$ cat config.mk
export PLATFORM = sky130hd
export DESIGN_NAME = digit_scan_controller
export DESIGN_NICKNAME = d
export VERILOG_FILES = /design/src/rtl/digit_scan_controller.sv
export SDC_FILE = /design/constraint.sdc
export NUM_CORES = 1
export LEC_CHECK = 0
export CORE_UTILIZATION = 57
export DETAILED_ROUTE_END_ITERATION = 8
export HOLD_SLACK_MARGIN = 0.08
export PLACE_DENSITY = 0.81
export SYNTH_ARGS = -nofsm -noshare
export SYNTH_HDL_FRONTEND = slang
export SYNTH_SLANG_ARGS = --single-unit
export TNS_END_PERCENT = 50
$ cat constraint.sdc
create_clock -name clk -period 2.4 [get_ports clk]
set_input_delay 0.48 -clock clk [delete_from_list [all_inputs] [get_ports clk]]
set_output_delay 0.48 -clock clk [all_outputs]
set_load 0.05 [all_outputs]
$ cat src/rtl/digit_scan_controller.sv
// Scans the calculator digit buffer out to the VGA text renderer, one digit per
// valid/ready transfer, paced by a free-running clock-enable prescaler.
module digit_scan_controller #(
  parameter int unsigned NUM_DIGITS = 8,
  parameter int unsigned IDX_W      = 3,
  parameter int unsigned DIGIT_W    = 4,
  parameter int unsigned DIV        = 2
) (
  input  logic               clk,
  input  logic               rst_n,
  input  logic               clr,
  input  logic               wr_en,
  input  logic [IDX_W-1:0]   wr_idx,
  input  logic [DIGIT_W-1:0] wr_digit,
  input  logic [IDX_W-1:0]   len,
  input  logic               start,
  output logic               busy,
  output logic               dig_valid,
  input  logic               dig_ready,
  output logic [IDX_W-1:0]   dig_idx,
  output logic [DIGIT_W-1:0] dig_value,
  output logic               frame_done
);

  localparam int unsigned CNT_W = (DIV > 1) ? $clog2(DIV) : 1;
  localparam logic [CNT_W-1:0] CNT_MAX  = CNT_W'(DIV - 1);
  localparam logic [IDX_W-1:0] LAST_MAX = IDX_W'(NUM_DIGITS - 1);

  typedef enum logic [1:0] {
    IDLE      = 2'd0,
    WAIT_TICK = 2'd1,
    PRESENT   = 2'd2
  } state_e;

  state_e             state_q,      state_d;
  logic [CNT_W-1:0]   cnt_q,        cnt_d;
  logic [IDX_W-1:0]   idx_q,        idx_d;
  logic [IDX_W-1:0]   last_q,       last_d;
  logic               busy_q,       busy_d;
  logic               dig_valid_q,  dig_valid_d;
  logic [IDX_W-1:0]   dig_idx_q,    dig_idx_d;
  logic [DIGIT_W-1:0] dig_value_q,  dig_value_d;
  logic               frame_done_q, frame_done_d;
  logic [DIGIT_W-1:0] mem_q [NUM_DIGITS];
  logic [DIGIT_W-1:0] mem_d [NUM_DIGITS];

  logic               tick_c;
  logic [DIGIT_W-1:0] rd_digit_c;
  logic [IDX_W-1:0]   last_clamp_c;

  // Prescaler: ticks on the last count of each DIV-cycle period, never gated
  always_comb begin
    tick_c = (cnt_q == CNT_MAX);
    cnt_d  = tick_c ? '0 : cnt_q + CNT_W'(1);
  end

  // Buffer update; clr overrides a same-cycle write, out-of-range indices match nothing
  always_comb begin
    mem_d = mem_q;
    if (clr) begin
      for (int unsigned i = 0; i < NUM_DIGITS; i++) mem_d[i] = '0;
    end else if (wr_en) begin
      for (int unsigned i = 0; i < NUM_DIGITS; i++) begin
        if (wr_idx == IDX_W'(i)) mem_d[i] = wr_digit;
      end
    end
  end

  // Read mux at the scan index and clamp of len to the buffer size
  always_comb begin
    rd_digit_c   = '0;
    last_clamp_c = LAST_MAX;
    for (int unsigned i = 0; i < NUM_DIGITS; i++) begin
      if (idx_q == IDX_W'(i)) rd_digit_c = mem_q[i];
      if (len == IDX_W'(i))   last_clamp_c = len;
    end
  end

  // Scan sequencer
  always_comb begin
    state_d      = state_q;
    idx_d        = idx_q;
    last_d       = last_q;
    busy_d       = busy_q;
    dig_valid_d  = dig_valid_q;
    dig_idx_d    = dig_idx_q;
    dig_value_d  = dig_value_q;
    frame_done_d = 1'b0;
    unique case (state_q)
      IDLE: begin
        if (start) begin
          last_d  = last_clamp_c;
          idx_d   = '0;
          busy_d  = 1'b1;
          state_d = WAIT_TICK;
        end
      end
      WAIT_TICK: begin
        if (tick_c) begin
          dig_idx_d   = idx_q;
          dig_value_d = rd_digit_c;
          dig_valid_d = 1'b1;
          state_d     = PRESENT;
        end
      end
      PRESENT: begin
        if (dig_ready) begin
          dig_valid_d = 1'b0;
          if (idx_q == last_q) begin
            busy_d       = 1'b0;
            frame_done_d = 1'b1;
            state_d      = IDLE;
          end else begin
            idx_d   = idx_q + IDX_W'(1);
            state_d = WAIT_TICK;
          end
        end
      end
      default: state_d = IDLE;
    endcase
  end

  always_ff @(posedge clk or negedge rst_n) begin
    if (!rst_n) begin
      state_q      <= IDLE;
      cnt_q        <= '0;
      idx_q        <= '0;
      last_q       <= '0;
      busy_q       <= 1'b0;
      dig_valid_q  <= 1'b0;
      dig_idx_q    <= '0;
      dig_value_q  <= '0;
      frame_done_q <= 1'b0;
      for (int unsigned i = 0; i < NUM_DIGITS; i++) mem_q[i] <= '0;
    end else begin
      state_q      <= state_d;
      cnt_q        <= cnt_d;
      idx_q        <= idx_d;
      last_q       <= last_d;
      busy_q       <= busy_d;
      dig_valid_q  <= dig_valid_d;
      dig_idx_q    <= dig_idx_d;
      dig_value_q  <= dig_value_d;
      frame_done_q <= frame_done_d;
      for (int unsigned i = 0; i < NUM_DIGITS; i++) mem_q[i] <= mem_d[i];
    end
  end

  assign busy       = busy_q;
  assign dig_valid  = dig_valid_q;
  assign dig_idx    = dig_idx_q;
  assign dig_value  = dig_value_q;
  assign frame_done = frame_done_q;

endmodule

# Yosys cells after proc, flatten, opt, wreduce, memory -nomap -nowiden
# Index checks and enable logic that the tools add are counted.
[classes]
n_addsub = 2
n_eq_ne = 29
n_mux = 46
n_reduce_logical = 29
[op_table]
columns = ["op", "count"]
rows = [
  ["32-bit two-way mux", 2],
  ["4-bit two-way mux", 16],
  ["3-bit == test (second input constant)", 12],
  ["3-bit two-way mux", 11],
  ["2-bit nonzero test", 11],
  ["2-bit AND reduction", 10],
  ["3-bit by 2-bit == test with 1-bit output (second input constant)", 6],
  ["1-bit two-way mux", 10],
  ["2-bit inequality test (second input constant)", 5],
  ["3-bit by 1-bit == test with 1-bit output (second input constant)", 3],
  ["3-bit zero test", 3],
  ["4-bit AND reduction", 2],
  ["2-bit two-way mux", 3],
  ["2-bit case mux with 3 select lines", 1],
  ["3-bit case mux with 2 select lines", 1],
  ["3-bit AND reduction", 2],
  ["1-bit case mux with 2 select lines", 2],
  ["3-bit by 1-bit adder with 3-bit output (second input constant)", 1],
  ["3-bit == test", 1],
  ["2-bit by 1-bit == test with 1-bit output (second input constant)", 1],
  ["2-bit == test (second input constant)", 1],
  ["2-bit zero test", 1],
  ["1-bit adder (second input constant)", 1],
]
[word_totals]
reg_bits = 51
in_bits = 16
out_inout_bits = 10
wordCells = 123

# Depth between registers and ports, before layout
# Gate-level depths: netlist of the first run.
[depth]
ltp_word = 9
depth_mapped = 8
mapped_depth_nobuf = 6

# Worst setup path before layout of the first run
# OpenSTA, ideal clock, no wires.
[synth_timing]
kind = "register to register"
from = "reg idx_q[0]"
to = "reg dig_value_q[2] (netlist: dig_value[2])"
setup_ns = 0.131
arrival_ns = 1.584
required_time_ns = 2.269
slack_ns = 0.685
stages_incl_launch_ff = 8
n_path_buf = 1
synth_period_minus_slack_ns = 1.715
cell_sequence = "dfrtp_1 -> ha_1 -> ha_1 -> buf_2 -> nor3b_1 -> o32ai_1 -> a311oi_1 -> o31ai_1"
[synth_between]
elab_chain_len = 9
elab_cells_between_ends = 16
cone_classes = "eq/ne: 7; mux: 8; reduce/logical: 1"
[synth_rtl]
columns = ["element", "line", "rtl"]
rows = [
  ["start, declared", "37", "logic [IDX_W-1:0] idx_q, idx_d;"],
  ["start signal, assigned", "138", "idx_q <= idx_d;"],
  ["3-bit zero test", "74", "if (idx_q == IDX_W'(i)) rd_digit_c = mem_q[i];"],
  ["4-bit two-way mux (7 in series)", "74", ""],
  ["4-bit two-way mux *", "74", ""],
  ["end signal, assigned", "143", "dig_value_q <= dig_value_d;"],
  ["end, declared", "42", "logic [DIGIT_W-1:0] dig_value_q, dig_value_d;"],
]
# Mark *: on every way between the ends. The rest lies on a longest branch, timed or not.
# A chain may end at the register's enable or synchronous reset.

# Worst setup path after layout of the first run
[layout_timing]
from = "reg idx_q[1]"
to = "reg dig_value_q[2] (netlist: dig_value[2])"
# Same word-level chain as after synthesis.

==> flow_metrics.env, run 1 <==
export IMPL_fill_cells=334
export IMPL_clock_path_buffers=2
export IMPL_synth_seq_area_share_pct=48.48
export IMPL_fmax_ghz=0.4927
export IMPL_insertion_delay_ns=0.31
export IMPL_p_int_mw=1.488
export IMPL_seq_area_um2=1276
export IMPL_grt_remaining_overflow=0
export IMPL_setup_tns_ns=0
export IMPL_wirelength_um=5254
export IMPL_cp_end_kind="register"
export IMPL_nets=298
export IMPL_die_h_um=69.96
export IMPL_synthTopCellsByArea="dfrtp_1 (48%), mux2i_1 (12%), nor2_1 (5.3%)"
export IMPL_crit_arrival_ns=2.22
export IMPL_cts_clk_slew_worst_paths_ns=0.09
export IMPL_first_pass_iters=4
export IMPL_busiest_layer="met2"
export IMPL_area_delta_synth_final_pct=13.78
export IMPL_grt_max_degree=33
export IMPL_start_util_pct=60.05
export IMPL_cts_sinks=51
export IMPL_pwr_share_comb_pct=34.7
export IMPL_rsz0062_at_grt="false"
export IMPL_post_drt_wl_per_cell_um=15.97
export IMPL_ys_types=43
export IMPL_slew_viol_final=0
export IMPL_grt_pass1_vias=1808
export IMPL_core_rowCount=24
export IMPL_async_flop_share_pct=100.0
export IMPL_die_w_um=69.96
export IMPL_most_common_layout_cells="dfrtp_1 (51), nor2_1 (37), mux2i_1 (32)"
export IMPL_drt_iter0_drc=128
export IMPL_power_frac_clock_pct=20.4
export IMPL_root_buffer="clkbuf_8"
export IMPL_switchingPower_uw=860.7
export IMPL_h_tree_depth=2
export IMPL_numCtsBuffers=5
export IMPL_skew_ns=0.01044
export IMPL_postCtsHoldBufs=1
export IMPL_drive_gt1_share_pct=10.11
export IMPL_power_density_nw_per_um2=784.0
export IMPL_finalCriticalPeriod_ns=2.030
export IMPL_worstMarginPinSlew_ns=0.5605
export IMPL_coreArea_um2=4384
export IMPL_synth_ff_type="dfrtp_1"
export IMPL_dieArea_um2=4894
export IMPL_synth_warning_count=0
export IMPL_layout_commonest_cell="dfrtp_1"
export IMPL_vias=1877
export IMPL_cts_tree="yes"
export IMPL_grt_use_total_pct=23.38
export IMPL_synth_area_um2=2633
export IMPL_io_pins=26
export IMPL_worst_setup_path_type="register to register"
export IMPL_dp_hpwl_um=3795
export IMPL_cts_setup_buffers=0
export IMPL_setup_violations=0
export IMPL_max_stage_delay_ns=0.54
export IMPL_switching_share_pct=36.65
export IMPL_drc=0
export IMPL_multi_input_area_um2=1235
export IMPL_cap_violations=0
export IMPL_synth_cells=256
export IMPL_synth_seq_cells=51
export IMPL_vias_per_cell=5.705
export IMPL_startpoint_type="register"
export IMPL_ir_worst_vdd_mv=0.5558
export IMPL_antenna_found_initial=0
export IMPL_path_cells="inv_1 -> ha_1 -> nand3b_1 -> a221oi_1 -> a311oi_1 -> o31ai_1"
export IMPL_grtUsageMet1_pct=33.11
export IMPL_cpMaxStageDelayCell="ha_1"
export IMPL_leakagePower_nw=1.363
export IMPL_antenna_left=0
export IMPL_slew_headroom_pct=62.64
export IMPL_grt_use_met3_pct=5.916
export IMPL_yosysTopAreaCell="dfrtp_1"
export IMPL_cp_max_fo=19
export IMPL_avgSynthCellArea_um2=10.28
export IMPL_hold_class="register to register"
export IMPL_run_status="complete, no violations"
export IMPL_grt_pass1_wl_um=8880
export IMPL_path_delay_family="compound AO/OA/AOI/OAI gates"
export IMPL_hold_violations=0
export IMPL_gp_congestion=0.8789
export IMPL_power_frac_seq_pct=44.9
export IMPL_io_buffers=25
export IMPL_cp_num_buf_inv=1
export IMPL_synth_top_area_share_pct=48.48
export IMPL_num_antenna_cells=0
export IMPL_synth_edf_count=0
export IMPL_required_ns=2.59
export IMPL_fin_crit_sh_pct=84.57
export IMPL_final_util_pct=68.32
export IMPL_synthesis_nets=278
export IMPL_met2_usage_pct=35.36
export IMPL_cts_resized=0
## cells in the mapped netlist, types with 2 or more instances
master / number
xnor2_1: 3
o221ai_1: 2
o211ai_1: 3
dfrtp_1: 51
nand4b_1: 4
nand3b_1: 2
clkbuf_1: 7
nor2_1: 37
a32oi_1: 3
inv_1: 9
o31ai_1: 2
mux2_2: 4
nor3b_4: 2
nand2_1: 26
a211oi_1: 2
ha_1: 6
a21oi_1: 7
buf_2: 10
o21ai_0: 16
mux2i_1: 32
nand2b_1: 2
nor2b_1: 5
## layer usage
layer / vias to the layer above / share of wire [%]
met3: 12 / 4.1
met4: 0 / 2.5
met2: 44 / 46
met5: - / 0
li1: 918 / -
met1: 903 / 48
## tightest hold or removal path: stages, from the launching register on
cell and delay (ns):
dfrtp_1 0.35, nand2_1 0.05, o31ai_1 0.05
## logic make-up after synthesis
kind of cell    after synthesis  synth area share (%)
xor+xnor                      3                0.9983
mux                          37                 14.45
flops                        51                 48.48
compound gates               41                 10.22
buf+inv                      28                 4.610
fa+ha+maj                     6                 2.852
simple gates                 90                 18.39
## final cells by class
class,count,area share [%]
tap,52,2.172
multi-input combinational,177,41.23
sequential,51,42.61
timing repair buffer,32,10.03
clock inverter,2,0.4177
inverter,9,1.128
clock buffer,6,2.423
## worst paths after layout
| check | start | slack [ns] | cells after the start | end |
|---|---|---|---|---|
| max in group asynchronous | rst_n | 1.21 | 3 | mem_q[7] |
| min | dig_value[2] | 0.48 | 2 | dig_value[2] |
| max reg2reg | idx_q[1] | 0.37 | 6 | dig_value[2] |
| min in group asynchronous | rst_n | 0.58 | 2 | dig_value[0] |
| min reg2reg | dig_value[2] | 0.48 | 2 | dig_value[2] |
| max | idx_q[1] | 0.37 | 6 | dig_value[2] |
## state kept, by name, summed over array words and instances (netlist names)
name,count
busy,1
state_q,2
cnt_q,1
frame_done,1
last_q,3
dig_idx,3
idx_q,3
dig_value,4
dig_valid,1
mem_q,32
## power by group through the flow
stage,registers (mW),clock network (mW),logic (mW)
detailed placement,1.07,0,0.814
finish,1.05,0.478,0.815
global route,1.07,0.525,0.885
global placement,1.07,0,0.796
floorplan,1.21,0,0.438
CTS,1.06,0.490,0.817
## per-stage QoR
step	instance area, um^2	setup slack, ns	std cells	hold slack [ns]	power [mW]
finish	2995	0.3704	329	0.4843	2.348
global route	2995	0.2283	329	0.5135	2.481
CTS	2995	0.4004	329	0.4867	2.363
detailed placement	2900	0.3739	320	0.3926	1.887
global placement	2900	0.3832	320	0.3902	1.864
floorplan	2633	0.6847	256	0.1844	1.645
Note: power is estimated with default switching activity, not from simulation.
==> inputs of run 2 (changes only) <==
clock period = 2.1 ns   (was 2.4 ns; I/O delays follow)
==> run 2 against run 1 <==
Compared with the run above:
- sequential share of layout area shrank 1.2 points
- worst hold slack got worse by 0.28 ns
- critical endpoint is now dig_valid
- first-iteration DRC count increased by 51%
- clock-buffer cell count unchanged
- clock power increased by 47%
- register-to-register slack got worse by 0.15 ns
==> flow_metrics.env, run 2 (same netlist as run 1, synthesis figures left out) <==
export IMPL_grt_pass1_vias=1983
export IMPL_drc=0
export IMPL_power_density_nw_per_um2=938.1
export IMPL_grt_use_total_pct=25.13
export IMPL_postCtsHoldBufs=0
export IMPL_die_h_um=69.96
export IMPL_worst_setup_path_type="register to primary output"
export IMPL_grt_pass1_wl_um=9604
export IMPL_r2r_cells=8
export IMPL_grt_max_degree=52
export IMPL_setup_ws_ns=0.1764
export IMPL_antenna_found_initial=0
export IMPL_cts_tree="yes"
export IMPL_insertion_delay_ns=0.31
export IMPL_slew_headroom_pct=57.99
export IMPL_nets=306
export IMPL_rsz0062_at_grt="false"
export IMPL_area_delta_synth_final_pct=17.21
export IMPL_hold_violations=0
export IMPL_start_util_pct=60.05
export IMPL_setup_tns_ns=0
export IMPL_coreArea_um2=4384
export IMPL_dieArea_um2=4894
export IMPL_vias=1930
export IMPL_worst_path_stages=1
export IMPL_cts_setup_buffers=0
export IMPL_core_rowCount=24
export IMPL_cp_end_kind="primary output"
export IMPL_cts_resized=0
export IMPL_fmax_ghz=0.5199
export IMPL_cap_violations=0
export IMPL_gp_congestion=0.9323
export IMPL_leakagePower_nw=1.422
export IMPL_layout_commonest_cell="dfrtp_1"
export IMPL_finalCriticalPeriod_ns=1.924
export IMPL_path_cells="clkdlybuf4s50_1"
export IMPL_run_status="complete, no violations"
export IMPL_num_antenna_cells=0
export IMPL_die_w_um=69.96
export IMPL_numCtsBuffers=5
export IMPL_most_common_layout_cells="dfrtp_1 (51), nor2_1 (37), mux2i_1 (32)"
export IMPL_hold_class="input port to asynchronous set/reset pin"
export IMPL_top_register="mem_q"
export IMPL_cts_clk_slew_worst_paths_ns=0.10
export IMPL_antenna_left=0
export IMPL_largest_register_ffs=32
export IMPL_skew_ns=0.01123
export IMPL_path_delay_family="buffers and inverters"
export IMPL_cp_num_buf_inv=1
export IMPL_drt_iter0_drc=193
export IMPL_whs_ns=0.2087
export IMPL_vias_per_cell=5.727
export IMPL_cts_sinks=51
export IMPL_cpMaxStageDelayCell="clkdlybuf4s50_1"
export IMPL_max_stage_delay_ns=0.81
export IMPL_first_pass_iters=4
export IMPL_wirelength_um=5617
export IMPL_post_drt_wl_per_cell_um=16.67
export IMPL_cp_max_fo=3
export IMPL_fin_crit_sh_pct=91.60
export IMPL_setup_violations=0
export IMPL_io_pins=26
export IMPL_pre_cts_slack_ns=0.1530
export IMPL_drive_gt1_share_pct=13.33
export IMPL_crit_arrival_ns=1.50
export IMPL_io_buffers=25
export IMPL_grt_remaining_overflow=0
export IMPL_worstMarginPinSlew_ns=0.6301
export IMPL_slew_viol_final=0
export IMPL_clock_path_buffers=2
export IMPL_r2r_slack_ns=0.22
export IMPL_required_ns=1.68
export IMPL_ir_worst_vdd_mv=0.5747
export IMPL_root_buffer="clkbuf_8"
export IMPL_h_tree_depth=2
export IMPL_dp_hpwl_um=3964
export IMPL_startpoint_type="register"
==> run 2: final timing paths <==
path,startpoint,to
setup / recovery,dig_valid,dig_valid
hold / removal,rst_n,dig_value[0]
setup reg to reg,idx_q[1],dig_value[1]
hold reg to reg,cnt_q,cnt_q
max in group asynchronous,rst_n,mem_q[17]
min in group clk,cnt_q,cnt_q
==> run 2: layout make-up <==
class                      instances  area (um^2)
clock inverter                     2        35.03
multi-input combinational        177         1235
inverter                           9        33.78
tap                               52        65.06
fill                             314         1299
sequential                        51         1276
timing repair buffer              40        357.8
clock buffer                       6        82.58
==> run 2: routing by layer <==
metal / track usage [%] / vias up / wire (um)
li1: - / 933 / -
met2: 39.00 / 50 / 2619
met4: 8.000 / 0 / 103
met5: 0 / - / 0
met1: 36.03 / 937 / 2640
met3: 4.473 / 10 / 253
==> run 2: report_power, final <==
group	switching [mW]	total (mW)	internal, mW
Clock	0.318	0.703	0.386
Combinational	0.576	0.981	0.405
Sequential	0.107	1.21	1.10
==> run 2: through the flow <==
step                instance area, um^2  total power [mW]  instances  util [%]
floorplan                          2633             1.880        256         -
global route                       3085             3.043        337     70.38
finish                             3085             2.895        337     70.38
CTS                                3085             2.904        337     70.38
global placement                   2968             2.182        329     67.69
detailed placement                 2968             2.208        329     67.69
==> inputs of run 3 (changes only) <==
ABC_AREA = 1   (was not set)
CORE_UTILIZATION = 56   (was 57)
PLACE_DENSITY = 0.8   (was 0.81)
==> run 3 against run 2 <==
Compared with the run above:
- synthesized cell count up 25%
- non-clock buffer count down 7
- global-route usage down 2.7 points
- worst setup slack better by 0.017 ns
- die area up 0.56%
- clock skew down 0.0030 ns
- combinational power up 29%
- highest routed layer unchanged
==> flow_metrics.env, run 3 <==
export IMPL_synth_seq_area_share_pct=49.06
export IMPL_grt_max_degree=23
export IMPL_hold_violations=0
export IMPL_setup_tns_ns=0
export IMPL_cts_sinks=51
export IMPL_drc=0
export IMPL_switchingPower_mw=1.244
export IMPL_r2r_end="dig_value[0]"
export IMPL_async_flop_share_pct=100.0
export IMPL_total_power_mw=3.206
export IMPL_fin_crit_sh_pct=90.78
export IMPL_slew_viol_final=0
export IMPL_synth_ff_type="dfrtp_1"
export IMPL_worst_path_stages=1
export IMPL_finalCriticalPeriod_ns=1.906
export IMPL_setup_violations=0
export IMPL_area_delta_synth_final_pct=17.60
export IMPL_pwr_share_comb_pct=39.5
export IMPL_rsz0062_at_grt="false"
export IMPL_synthTopCellsByArea="dfrtp_1 (49%), nand2_1 (15%), inv_1 (8.7%)"
export IMPL_numCtsBuffers=5
export IMPL_gp_congestion=0.8701
export IMPL_insertion_delay_ns=0.31
export IMPL_crit_arrival_ns=1.49
export IMPL_top_register="mem_q"
export IMPL_worstMarginPinSlew_ns=0.5469
export IMPL_vias_per_cell=4.905
export IMPL_first_pass_iters=4
export IMPL_timing_rr_start="idx_q[0]"
export IMPL_cp_max_fo=2
export IMPL_slew_headroom_pct=63.44
export IMPL_path_delay_family="buffers and inverters"
export IMPL_hp_start="cnt_q"
export IMPL_largest_register_ffs=32
export IMPL_dp_hpwl_um=3806
export IMPL_yosysMostFrequentCell="nand2_1"
export IMPL_switching_share_pct=38.79
export IMPL_io_buffers=25
export IMPL_final_util_pct=69.30
export IMPL_power_frac_seq_pct=39.9
export IMPL_fill_cells=365
export IMPL_startpoint_type="register"
export IMPL_max_stage_delay_ns=0.81
export IMPL_pre_cts_slack_ns=0.2202
export IMPL_die_w_um=70.16
export IMPL_layout_commonest_cell="nand2_1"
export IMPL_whs_ns=0.4522
export IMPL_grt_use_total_pct=22.45
export IMPL_synth_top_area_share_pct=49.06
export IMPL_cts_tree="yes"
export IMPL_required_ns=1.68
export IMPL_vias=2006
export IMPL_post_drt_wl_per_cell_um=12.34
export IMPL_power_density_nw_per_um2=1048
export IMPL_coreArea_um2=4414
export IMPL_setup_ws_ns=0.1936
export IMPL_cp_end_kind="primary output"
export IMPL_ys_types=23
export IMPL_worst_setup_path_type="register to primary output"
export IMPL_nets=379
export IMPL_most_common_layout_cells="nand2_1 (102), inv_1 (60), dfrtp_1 (51)"
export IMPL_hold_class="register to register"
export IMPL_r2r_slack_ns=0.37
export IMPL_core_rowCount=24
export IMPL_root_buffer="clkbuf_8"
export IMPL_synth_cells=320
export IMPL_leakagePower_nw=1.551
export IMPL_io_pins=26
export IMPL_skew_ns=0.008194
export IMPL_start_util_pct=58.93
export IMPL_drt_iter0_drc=122
export IMPL_grt_remaining_overflow=0
export IMPL_p_int_mw=1.962
export IMPL_grt_pass1_wl_um=8597
export IMPL_antenna_found_initial=0
export IMPL_path_cells="clkdlybuf4s50_1"
export IMPL_grt_pass1_vias=1947
export IMPL_holdPathStages=1
export IMPL_power_frac_clock_pct=20.6
export IMPL_cpMaxStageDelayCell="clkdlybuf4s50_1"
export IMPL_wirelength_um=5046
export IMPL_avgSynthCellArea_um2=8.129
export IMPL_yosysTopAreaCell="dfrtp_1"
export IMPL_num_antenna_cells=0
export IMPL_h_tree_depth=2
export IMPL_run_status="complete, no violations"
export IMPL_cp_num_buf_inv=1
export IMPL_clock_path_buffers=2
export IMPL_min_to="cnt_q"
export IMPL_cts_clk_slew_worst_paths_ns=0.09
export IMPL_r2r_cells=13
export IMPL_synth_edf_count=0
export IMPL_fmax_ghz=0.5245
export IMPL_synth_seq_cells=51
export IMPL_cts_resized=0
export IMPL_synth_area_um2=2601
export IMPL_synth_warning_count=0
export IMPL_ir_worst_vdd_mv=0.6396
export IMPL_synthesis_nets=342
export IMPL_antenna_left=0
export IMPL_drive_gt1_share_pct=11.76
export IMPL_synth_common_cells="nand2_1 (102), inv_1 (60), dfrtp_1 (51)"
export IMPL_die_h_um=70.16
export IMPL_cap_violations=0
export IMPL_dieArea_um2=4922
==> run 3: cell count changes after synthesis, moves of 5 or more <==
cell,before,now
inv_1,9,60
clkbuf_1,7,0
nand2_1,26,102
nor2b_1,5,0
o21ai_0,16,35
mux2_2,4,12
mux2i_1,32,0
buf_2,10,2
nor2_1,37,13
==> run 3: worst max-delay path by stage <==
stage / start / endpoint
after floorplan: idx_q[0] / dig_value[2]
after global placement: wr_en / mem_q[28]
after detailed placement: wr_en / mem_q[28]
after CTS: dig_valid / dig_valid
after global routing: idx_q[1] / dig_value[1]
final: dig_valid / dig_valid
==> run 3: cell type report <==
class,instances,area (um^2),share of cell area (%)
flip-flops and latches,51,1276,41.72
multi-input cells,203,1062,34.72
repair buffers,33,307.8,10.06
inverters,63,241.5,7.894
clock buffers,5,68.82,2.249
well taps,52,65.06,2.127
clock inverters,2,37.54,1.227
==> run 3: repair_timing <==
| action | in CTS | in global routing |
|---|---|---|
| hold buffers | 1 | 0 |
| endpoints found under the hold margin | 20 | 0 |
| buffers inserted | 0 | 0 |
| endpoints found under the setup margin | 0 | 0 |
==> run 3: worst register-to-register path: stages (launching register included) <==
cell and delay [ns]:
dfrtp_1 0.47, ha_1 0.26, ha_1 0.23, inv_1 0.13, o21ai_0 0.10, inv_1 0.06
nand2_1 0.05, nand2_1 0.07, nand2_1 0.05, nand2_1 0.06, nand2_1 0.05, nand2_1 0.05
nand2_1 0.05, nand2_1 0.06
==> run 3: cells by family (layout without fill, tap and decap cells) <==
logic type	count (synthesis)	count (layout)	share of synthesized area, %
DFF	51	51	49.06
and+or+nand+nor	126	126	19.91
xor gates and xnor gates	3	3	1.010
buffers and inverters	66	103	10.10
adders and majority gates	6	6	2.886
muxes	12	12	5.195
AOI/OAI and AO/OA	56	56	11.83
==> run 3: power by group through the flow <==
stage / Combinational [mW] / Clock, mW / Sequential (mW)
final: 1.27 / 0.662 / 1.28
after global routing: 1.40 / 0.707 / 1.30
after CTS: 1.27 / 0.673 / 1.28
after detailed placement: 1.26 / 0 / 1.30
after global placement: 1.24 / 0 / 1.29
after floorplan: 0.667 / 0 / 1.53
==> run 3: per-layer routing <==
layer	share of wire, %	GRT usage [%]
met1	48	31.62
met2	45	33.65
met3	5.1	4.473
met4	1.7	10.22
met5	0	0
==> run 3: through the flow <==
stage / area [um^2] / instances
final: 3059 / 409
after global routing: 3059 / 409
after CTS: 3059 / 409
after detailed placement: 2943 / 401
after global placement: 2943 / 401
after floorplan: 2601 / 320
